### src/rtl/grapheme_node_prot_pkg.sv
// Shared gnode_prot definitions: bus command encoding, job header layout,
// data widths and the injector send-FSM state type.
package grapheme_node_prot_pkg;

    localparam int DATA_W            = 32;
    localparam int GNODE_PROT_DATA_W = DATA_W;

    typedef enum logic [1:0] {
        CMD_IDLE  = 2'd0,
        CMD_SOP   = 2'd1,
        CMD_VALID = 2'd2,
        CMD_EOP   = 2'd3
    } gnode_prot_cmd_t;

    // Header word layout; job_dst occupies the least significant byte.
    typedef struct packed {
        logic [15:0] job_len;
        logic [7:0]  job_src;
        logic [7:0]  job_dst;
    } gnode_prot_hdr_t;

    typedef enum logic {
        SEND_IDLE = 1'b0,
        SEND_PKT  = 1'b1
    } gnode_inj_state_t;

    // True when the header's destination names an existing ring node.
    function automatic logic dst_in_range(input logic [DATA_W-1:0] word,
                                          input int unsigned num_nodes);
        gnode_prot_hdr_t hdr;
        hdr = gnode_prot_hdr_t'(word);
        return 32'(hdr.job_dst) < num_nodes;
    endfunction

endpackage

### src/rtl/grapheme_job_injector_if.sv
// Host job handshake plus gnode_prot egress bus of the job injector.
// master = environment (controller + downstream node), slave = injector.
interface grapheme_job_injector_if
    import grapheme_node_prot_pkg::*;
#(
    parameter int BFFR_SIZE = 5
);
    logic                         host_job_valid;
    logic [DATA_W-1:0]            host_job_bffr [BFFR_SIZE];
    logic                         host_job_ready;
    gnode_prot_cmd_t              egr_cmd;
    logic [GNODE_PROT_DATA_W-1:0] egr_data;
    logic                         egr_ready;

    modport master (
        output host_job_valid, host_job_bffr, egr_ready,
        input  host_job_ready, egr_cmd, egr_data
    );

    modport slave (
        input  host_job_valid, host_job_bffr, egr_ready,
        output host_job_ready, egr_cmd, egr_data
    );
endinterface

### src/rtl/grapheme_job_slot_buf.sv
// Two-slot ping-pong job store. Owns the write/read slot pointers and the
// occupancy count; reads are combinational from slot (rd_ptr ^ rd_next_i).
module grapheme_job_slot_buf
    import grapheme_node_prot_pkg::*;
#(
    parameter int BFFR_SIZE = 5,
    parameter int IDX_W     = 3
)(
    input  logic              clk,
    input  logic              rst,
    input  logic              push_i,
    input  logic [DATA_W-1:0] push_data_i [BFFR_SIZE],
    input  logic              pop_i,
    input  logic              rd_next_i,
    input  logic [IDX_W-1:0]  rd_idx_i,
    output logic [DATA_W-1:0] rd_data_o,
    output logic              full_o,
    output logic              empty_o
);
    logic [DATA_W-1:0] mem_q [2][BFFR_SIZE];
    logic              wr_ptr_q, wr_ptr_d;
    logic              rd_ptr_q, rd_ptr_d;
    logic [1:0]        cnt_q, cnt_d;

    // Pointer and occupancy next-state; push and pop may coincide.
    always_comb begin
        wr_ptr_d = wr_ptr_q ^ push_i;
        rd_ptr_d = rd_ptr_q ^ pop_i;
        cnt_d    = cnt_q + {1'b0, push_i} - {1'b0, pop_i};
    end

    // Pointer/occupancy registers; reset empties both slots.
    always_ff @(posedge clk) begin
        if (rst) begin
            wr_ptr_q <= 1'b0;
            rd_ptr_q <= 1'b0;
            cnt_q    <= 2'd0;
        end else begin
            wr_ptr_q <= wr_ptr_d;
            rd_ptr_q <= rd_ptr_d;
            cnt_q    <= cnt_d;
        end
    end

    // Slot storage, written whole on push; contents need no reset.
    always_ff @(posedge clk) begin
        if (push_i) begin
            mem_q[wr_ptr_q] <= push_data_i;
        end
    end

    assign rd_data_o = mem_q[rd_ptr_q ^ rd_next_i][rd_idx_i];
    assign full_o    = (cnt_q == 2'd2);
    assign empty_o   = (cnt_q == 2'd0);

endmodule

### src/rtl/grapheme_job_injector.sv
// Head-of-chain job injector: accepts whole job buffers, queues them in a
// two-slot store and serialises each onto the gnode_prot egress bus.
module grapheme_job_injector
    import grapheme_node_prot_pkg::*;
#(
    parameter string MODULE_NAME = "GRAPHEME_JOB_INJECTOR",
    parameter int    BFFR_SIZE   = 5,
    parameter int    NUM_NODES   = 4,
    parameter int    CNTR_W      = 16
)(
    input  logic                    clk,
    input  logic                    rst,
    input  logic                    inj_en,
    grapheme_job_injector_if.slave  bus,
    output logic                    busy,
    output logic                    err_bad_dst,
    output logic [CNTR_W-1:0]       jobs_sent_cnt
);
    localparam int IDX_W = (BFFR_SIZE > 1) ? $clog2(BFFR_SIZE) : 1;
    localparam logic [IDX_W-1:0] LAST_IDX = IDX_W'(BFFR_SIZE - 1);

    gnode_inj_state_t        state_q, state_d;
    logic [IDX_W-1:0]        word_idx_q, word_idx_d;
    gnode_prot_cmd_t         cmd_q, cmd_d;
    logic [DATA_W-1:0]       data_q, data_d;
    logic [CNTR_W-1:0]       cnt_q, cnt_d;
    logic                    err_q, err_d;

    logic                    accept, dst_ok, push, pop, beat;
    logic                    full, empty;
    logic                    rd_next;
    logic [IDX_W-1:0]        rd_idx, word_nxt;
    logic [DATA_W-1:0]       rd_word;

    grapheme_job_slot_buf #(
        .BFFR_SIZE (BFFR_SIZE),
        .IDX_W     (IDX_W)
    ) u_slot_buf (
        .clk         (clk),
        .rst         (rst),
        .push_i      (push),
        .push_data_i (bus.host_job_bffr),
        .pop_i       (pop),
        .rd_next_i   (rd_next),
        .rd_idx_i    (rd_idx),
        .rd_data_o   (rd_word),
        .full_o      (full),
        .empty_o     (empty)
    );

    assign bus.host_job_ready = inj_en & ~full;
    assign accept   = bus.host_job_valid & bus.host_job_ready;
    assign dst_ok   = dst_in_range(bus.host_job_bffr[0], NUM_NODES);
    assign push     = accept & dst_ok;
    assign beat     = (cmd_q != CMD_IDLE) & bus.egr_ready;
    assign pop      = beat & (cmd_q == CMD_EOP);
    assign word_nxt = word_idx_q + IDX_W'(1);

    // Send FSM next-state and egress word selection.
    // With both slots empty the header is taken straight from the host bus so
    // SOP appears the cycle after accept; the slot is still written in parallel.
    always_comb begin
        state_d    = state_q;
        word_idx_d = word_idx_q;
        cmd_d      = cmd_q;
        data_d     = data_q;
        rd_next    = 1'b0;
        rd_idx     = word_nxt;
        unique case (state_q)
            SEND_IDLE: begin
                rd_idx = '0;
                if (inj_en && !empty) begin
                    cmd_d      = CMD_SOP;
                    data_d     = rd_word;
                    word_idx_d = '0;
                    state_d    = SEND_PKT;
                end else if (push) begin
                    cmd_d      = CMD_SOP;
                    data_d     = bus.host_job_bffr[0];
                    word_idx_d = '0;
                    state_d    = SEND_PKT;
                end
            end
            SEND_PKT: begin
                if (beat) begin
                    if (cmd_q == CMD_EOP) begin
                        if (full && inj_en) begin
                            rd_next    = 1'b1;
                            rd_idx     = '0;
                            cmd_d      = CMD_SOP;
                            data_d     = rd_word;
                            word_idx_d = '0;
                        end else begin
                            cmd_d      = CMD_IDLE;
                            data_d     = '0;
                            word_idx_d = '0;
                            state_d    = SEND_IDLE;
                        end
                    end else begin
                        word_idx_d = word_nxt;
                        data_d     = rd_word;
                        cmd_d      = (word_nxt == LAST_IDX) ? CMD_EOP : CMD_VALID;
                    end
                end
            end
            default: state_d = SEND_IDLE;
        endcase
    end

    // Counter and bad-destination pulse next-state.
    always_comb begin
        cnt_d = cnt_q + {{(CNTR_W-1){1'b0}}, pop};
        err_d = accept & ~dst_ok;
    end

    // State, egress and status registers; reset abandons any partial packet.
    always_ff @(posedge clk) begin
        if (rst) begin
            state_q    <= SEND_IDLE;
            word_idx_q <= '0;
            cmd_q      <= CMD_IDLE;
            data_q     <= '0;
            cnt_q      <= '0;
            err_q      <= 1'b0;
        end else begin
            state_q    <= state_d;
            word_idx_q <= word_idx_d;
            cmd_q      <= cmd_d;
            data_q     <= data_d;
            cnt_q      <= cnt_d;
            err_q      <= err_d;
        end
    end

    assign bus.egr_cmd  = cmd_q;
    assign bus.egr_data = data_q;
    assign busy         = ~empty | (state_q == SEND_PKT);
    assign err_bad_dst  = err_q;
    assign jobs_sent_cnt = cnt_q;

endmodule
### src/flat_wrapper.sv
// flat-port wrapper written by rule: the top's interface ports become plain ports
module grapheme_job_injector_flat import grapheme_node_prot_pkg::*;
#(
    parameter string MODULE_NAME = "                     ",
    parameter int    BFFR_SIZE   = 5,
    parameter int    NUM_NODES   = 4,
    parameter int    CNTR_W      = 16
)
  (clk, rst, inj_en, busy, err_bad_dst, jobs_sent_cnt, bus_host_job_valid, bus_host_job_bffr, bus_egr_ready, bus_host_job_ready, bus_egr_cmd, bus_egr_data);
  grapheme_job_injector_if #(.BFFR_SIZE(BFFR_SIZE)) bus_i ();
  input  logic clk;
  input  logic rst;
  input  logic inj_en;
  output logic busy;
  output logic err_bad_dst;
  output logic [CNTR_W-1:0] jobs_sent_cnt;
  input wire logic [$bits(bus_i.host_job_valid)-1:0] bus_host_job_valid;
  input wire logic [$bits(bus_i.host_job_bffr)-1:0] bus_host_job_bffr;
  input wire logic [$bits(bus_i.egr_ready)-1:0] bus_egr_ready;
  output wire logic [$bits(bus_i.host_job_ready)-1:0] bus_host_job_ready;
  output wire logic [$bits(bus_i.egr_cmd)-1:0] bus_egr_cmd;
  output wire logic [$bits(bus_i.egr_data)-1:0] bus_egr_data;
  assign bus_i.host_job_valid = bus_host_job_valid;
  assign bus_i.host_job_bffr = {>>{bus_host_job_bffr}};
  assign bus_i.egr_ready = bus_egr_ready;
  assign bus_host_job_ready = bus_i.host_job_ready;
  assign bus_egr_cmd = bus_i.egr_cmd;
  assign bus_egr_data = bus_i.egr_data;
  grapheme_job_injector #(.MODULE_NAME(MODULE_NAME), .BFFR_SIZE(BFFR_SIZE), .NUM_NODES(NUM_NODES), .CNTR_W(CNTR_W)) u_core (.clk(clk), .rst(rst), .inj_en(inj_en), .bus(bus_i), .busy(busy), .err_bad_dst(err_bad_dst), .jobs_sent_cnt(jobs_sent_cnt));
endmodule
### config.mk
export PLATFORM = sky130hd
export DESIGN_NAME = grapheme_job_injector_flat
export DESIGN_NICKNAME = d
export VERILOG_FILES = /design/src/rtl/grapheme_node_prot_pkg.sv /design/src/rtl/grapheme_job_injector_if.sv /design/src/rtl/grapheme_job_slot_buf.sv /design/src/rtl/grapheme_job_injector.sv /design/src/flat_wrapper.sv
export SDC_FILE = /design/constraint.sdc
export NUM_CORES = 1
export LEC_CHECK = 0
export CORE_MARGIN = 2
export CORE_UTILIZATION = 40
export DETAILED_ROUTE_END_ITERATION = 8
export PLACE_DENSITY = 0.71
export SLEW_MARGIN = 0
export SYNTH_ARGS = -nofsm -noshare
export SYNTH_HDL_FRONTEND = slang
export SYNTH_SLANG_ARGS = --single-unit
export TNS_END_PERCENT = 5
### constraint.sdc
create_clock -name clk -period 10.27 [get_ports clk]
set_clock_uncertainty 0.05 [all_clocks]
set_input_delay 1.5405 -clock clk [delete_from_list [all_inputs] [get_ports clk]]
set_output_delay 1.5405 -clock clk [all_outputs]
set_load 0.05 [all_outputs]
-- After elaboration in Yosys (flattened, before gate mapping)
Memories as Yosys holds them, arrays and structs flattened.
Cells that the tools add are included.
- add/subtract/negate cells: 4
- $lt $le $gt $ge: 2
- eq/ne operators: 5
- muxes and demuxes: 35
- bitwise operators: 15
- reduce and logical (&&, ||, !) cells: 6
- operators by type and width (operator ; number):
    32-bit 2-to-1 mux ; 7
    32-bit binary-select mux with 3-bit select ; 1
    32-bit one-hot mux with 2 select lines ; 1
    3-bit 2-to-1 mux ; 7
    16-bit by 1-bit adder with 16-bit output ; 1
    3-bit one-hot mux with 2 select lines ; 2
    1-bit 2-to-1 mux ; 11
    8-bit by 3-bit < comparator with 1-bit output (second input constant) ; 1
    2-bit 2-to-1 mux ; 4
    1-bit AND ; 6
    2-bit == test (second input constant) ; 2
    4-bit greater-or-equal comparator (second input constant) ; 1
    1-bit NOT ; 4
    3-bit NOT with 4-bit output ; 1
    2-bit one-hot mux with 2 select lines ; 1
    3-bit by 1-bit adder with 3-bit output (second input constant) ; 1
    3-bit == test (second input constant) ; 1
    3-bit by 2-bit != test with 1-bit output (second input constant) ; 1
    1-bit XOR ; 3
    2-bit by 1-bit adder with 2-bit output ; 1
    1-bit logical AND ; 2
    2-bit logical NOT ; 1
    2-bit != test (second input constant) ; 1
    1-bit one-hot mux with 2 select lines ; 1
    other kinds (5) ; 5
- register bits: 59
- bits in writable memories: 320
- output and inout port bits: 53
- word-level logic and storage cells: 77
- memories: 1
- memory list (memory ; words ; bits a word ; rd ports ; clocked after Yosys merged registers in ; write ports ; RTL line ; text):
    u_core.u_slot_buf.mem_q ; 2 ; 160 ; 1 ; 0 ; 1 ; grapheme_job_slot_buf.sv:20 ; logic [DATA_W-1:0] mem_q [2][BFFR_SIZE];

-- Depth between registers and ports, before layout
An unclocked memory read counts as a cell.
- depth in word-level cells: 15
- gate-level depth with buffers: 11
- mapped depth without buffers: 9

-- Hierarchy
A second synthesis with hierarchy kept.
- cell total of the unflattened synthesis: 1168
- area total of the unflattened synthesis: 15588.7 um^2
- by module, submodules not included (module ; times used ; cells each ; area each (um^2)):
    grapheme_job_slot_buf ; 1 ; 846 ; 12444.4
    grapheme_job_injector ; 1 ; 322 ; 3144.3

-- Worst setup path after synthesis
OpenSTA, ideal clock, no wires.
- kind: in2reg
- from: in bus_host_job_bffr[133]
- to: mem u_core.u_slot_buf.mem_q[1][0] (netlist bit), enable pin
- data arrival time: 6227 ps
- data required time: 9680 ps
- slack: 3453 ps
- stages: 5
- path buffers: 0
- cell sequence: or4_1 nor3_2 nand2_1 inv_1 ha_1
- cells in the longest elaborated chain, start to end: 4
- RTL lines (item ; RTL line ; text):
    from (decl) ; flat_wrapper.sv:18 ; input wire logic [$bits(bus_i.host_job_bffr)-1:0] bus_host_job_bffr;
    8-bit by 3-bit < comparator with 1-bit output ; grapheme_node_prot_pkg.sv:32 ; return 32'(hdr.job_dst) < num_nodes;
    1-bit AND ; grapheme_job_injector.sv:54 ; assign push = accept & dst_ok;
    1-bit 2-to-1 mux ; grapheme_job_slot_buf.sv:47 ; if (push_i) begin
    1-bit 2-to-1 mux (not written as such) ; grapheme_job_slot_buf.sv:48 ; mem_q[wr_ptr_q] <= push_data_i;
    to (decl) ; grapheme_job_slot_buf.sv:20 ;
Every way passes these cells.

-- Worst setup path after layout
- from: in bus_host_job_bffr[133]
- to: mem u_core.u_slot_buf.mem_q[0][123] (netlist bit), enable pin
The elaborated chain is that of the path after synthesis.

==> key figures <==
Worst hold path
  – Min-Delay Path Class: reg -> reg
  – Worst hold start: u_core.jobs_sent_cnt[15]
  – WHS Path Cells: 2
  – Min-Delay Endpoint: u_core.jobs_sent_cnt[15]

Die
  – Die Wd: between 200 and 250 µm
  – Total I/O pin count: 218
  – Starting density of the core: 0.403
  – Die Ht: 206 µm
  – # rows: 74
  – Die area: 42500 µm²
  – Core area: 40600 µm²

STA
  – Worst Slack Setup Final: 4.87 ns
  – Final worst path period need: 5.40 ns
  – Setup TNS: 0 ns
  – Final Cycle Share: 0.526
  – Final hold viol count: 0
  – RSZ-0062 raised after global routing: no
  – # setup viols final: 0
  – Rel. slew slack: 0.163
  – F_max: ~190 MHz
  – Max Slew Vio Count: 0
  – Slew @ Worst Pin: roughly 1.3 ns

CTS
  – Bufs on Longest Clock Path: 3
  – Setup bufs post-CTS: 0
  – TritonCTS clock tree: yes
  – Resize count post-CTS: 0
  – Sink Count: 379
  – Inserted Clock Buffers: 41
  – # H-tree levels: 2
  – Root buf cell: clkbuf_16
  – Clock Pin Slew Worst Setup and Hold Paths: 0.06 ns
  – Worst-Skew Late Latency: 0.56 ns
  – Hold_buf cts: 0

Critical path
  – CP Depth: 8
  – CP cell instances: clkdlybuf4s50_1, or4_1, nor3_2, nand2_1, inv_1, ha_4, buf_4, buf_4
  – Crit path arrival time: about 5.5 ns
  – R2R depth: 7
  – Max incr delay on CP: 0.79 ns
  – Worst setup EP type: flop
  – Slowest CP cell: buf_4
  – WS Path Type: in -> reg
  – End of the worst register-to-register path: u_core.bus.egr_data[25]
  – Crit-path leading delay family: buffers and inverters
  – Type of origin of the critical path: input pin
  – Worst path bufs/invs: 4
  – Worst R2R Start: u_core.state_q
  – Worst Path Max Fanout: between 60 and 70
  – Critical Path Most Common Cell: buf_4
  – R2r setup slk: 6.21 ns
  – WP data required: ~10 ns

Synthesis
  – Synth cell types: 57
  – Post-Synthesis Cell Area: 16300 µm²
  – Yosys reg bits: 379
  – Async SR Flop Fraction: 0
  – Syn Area/Cell: ~13 µm²
  – YS warnings: 0
  – Synth Flop Type: edfxtp_1
  – Post-synthesis cell count: 1265
  – Syn nets: 1438
  – Post-synthesis sequential area ratio: 0.661
  – Post-synth EDFFs: 320

Layout
  – Most frequent cells in the layout: edfxtp_1 (320), clkdlybuf4s50_1 (216), nand2_1 (66)
  – Fill cells: 3460
  – Area Overhead vs Synth: 24.3%
  – Nets@finish: 1622
  – Share of cells above drive strength 1: 0.0817
  – Most common cell after layout, fill and taps aside: edfxtp_1
  – Post-route insts no fill: 2014

Global route
  – GRT Util Overall: 0.216
  – Pin count of the biggest net entering global routing: between 80 and 90
  – Global-route wire length before repair: 68500 µm
  – Initial antenna violation count: 3
  – Grt total ovfl: 0
  – Vias in the first global route: 11400

Power and ir drop
  – Total power: 3250 µW
  – Pwr/cell area: about 160 nW/µm²
  – Peak VDD IR: between 0.1 and 0.15 mV
  – Leakage Power: 0.00660 µW

Job
  – Maxcap violations: 0

Place
  – Dpl hpwl: 29600 µm
  – Port bufs: 217
  – Cells after DPL: 1938
  – Pre-CTS setup slack: 4.29 ns
  – Routability cong.: ~0.87

Drt
  – Total wire length: 46100 µm
  – 1st-iter DRT viols: 1573
  – Drt drc: 0
  – DRT Pass-1 Iters: 5
  – Antenna Nets Post-Route: 0
  – DR WL/cell: between 20 and 25 µm
  – Vias: 11800
  – Via/cell ratio: 5.88

Run status
  – Status: finished clean
cell type report:
cell class | instances | area [µm²] | share of cell area
antenna | 1 | 2.50 | 0.000123
clock buffer | 54 | 1140 | 0.0560
clock inverter | 21 | 184 | 0.00906
inverter | 52 | 195 | 0.00962
multi-input combinational | 735 | 4980 | 0.246
sequential | 379 | 10800 | 0.532
tap | 532 | 666 | 0.0328
timing repair buffer | 240 | 2340 | 0.115
logic make-up after synthesis:
family	count (synthesis)	share of synthesized area
AOI/OAI and AO/OA	361	0.154
adders and majority gates	8	0.00613
and+or+nand+nor	309	0.0986
xor gates and xnor gates	16	0.00858
buffers and inverters	151	0.0384
muxes	41	0.0338
DFF	379	0.661
how the worst max path moves through the flow:
stage	startpoint	slack [ns]	endpoint
global route	bus_host_job_bffr[131]	4.64	u_core.u_slot_buf.mem_q[0][131]
finish	bus_host_job_bffr[133]	4.87	u_core.u_slot_buf.mem_q[0][123]
CTS	bus_host_job_bffr[133]	4.89	u_core.u_slot_buf.mem_q[0][19]
detailed placement	bus_host_job_bffr[133]	4.29	u_core.u_slot_buf.mem_q[0][19]
floorplan	bus_host_job_bffr[133]	3.45	u_core.u_slot_buf.mem_q[1][0]
global placement	bus_host_job_bffr[133]	4.32	u_core.u_slot_buf.mem_q[0][19]
flip-flops by register name, summed over array words and instances (netlist names):
| signal | count |
|---|---|
| u_core.u_slot_buf.mem_q | 320 |
| u_core.bus.egr_data | 32 |
| u_core.jobs_sent_cnt | 16 |
| u_core.word_idx_q | 3 |
| u_core.bus.egr_cmd | 2 |
| u_core.u_slot_buf.cnt_q | 2 |
| u_core.err_bad_dst | 1 |
| u_core.state_q | 1 |
| u_core.u_slot_buf.rd_ptr_q | 1 |
| u_core.u_slot_buf.wr_ptr_q | 1 |
tightest hold or removal path, cell delays in order (launching register included):
cell and delay, ns:
dfxtp_1 0.31, o21ai_0 0.08, a21oi_1 0.06
synthesized netlist by cell type (all sizes together) (3+ instances only):
cell / n / area [µm²]
a21o: 8 / 60.1
nor4: 14 / 87.6
nor2: 52 / 195
inv: 51 / 191
buf: 31 / 176
dfxtp: 59 / 1180
and3: 33 / 206
o21ai: 63 / 327
and2: 12 / 75.1
edfxtp: 320 / 9610
ha: 8 / 100
o21a: 20 / 150
o221ai: 14 / 123
a22oi: 17 / 128
nand4: 14 / 103
a21boi: 4 / 30.0
o211ai: 62 / 465
o2111ai: 14 / 123
o32ai: 3 / 26.3
nand3: 60 / 305
a2bb2oi: 8 / 70.1
xor2: 11 / 96.3
o22ai: 16 / 100
nand2b: 31 / 194
nand2: 67 / 268
mux2: 13 / 146
or3: 6 / 37.5
nor3: 6 / 35.0
xnor2: 5 / 43.8
a21oi: 50 / 250
nor2b: 7 / 43.8
clkbuf: 68 / 255
mux2i: 18 / 180
a221oi: 15 / 131
a211oi: 52 / 390
a311oi: 11 / 109
mux4: 10 / 225
stage by stage:
| stage | hold WS, ns | utilization | area, µm² |
|---|---|---|---|
| 3_3_place_gp | 0.415 | 0.468 | 19000 |
| 6_report | 0.449 | 0.501 | 20300 |
| 4_1_cts | 0.457 | 0.500 | 20300 |
| 2_1_floorplan | 0.428 | - | 16300 |
| 3_5_place_dp | 0.433 | 0.468 | 19000 |
| 5_1_grt | 0.485 | 0.500 | 20300 |
metal layers:
layer	wire length, µm	global-route usage	vias to the layer above
met5	23	0	-
met4	1300	0.0809	4
met3	3990	0.0394	83
met2	21900	0.345	638
met1	18900	0.293	5840
li1	-	-	5280
where the power goes:
group	internal (µW)	switching, µW
Sequential	1670	2.30
Combinational	66.3	56.2
Clock	857	597
Total	2590	655
No activity file was read; power rests on OpenSTA's default activity.
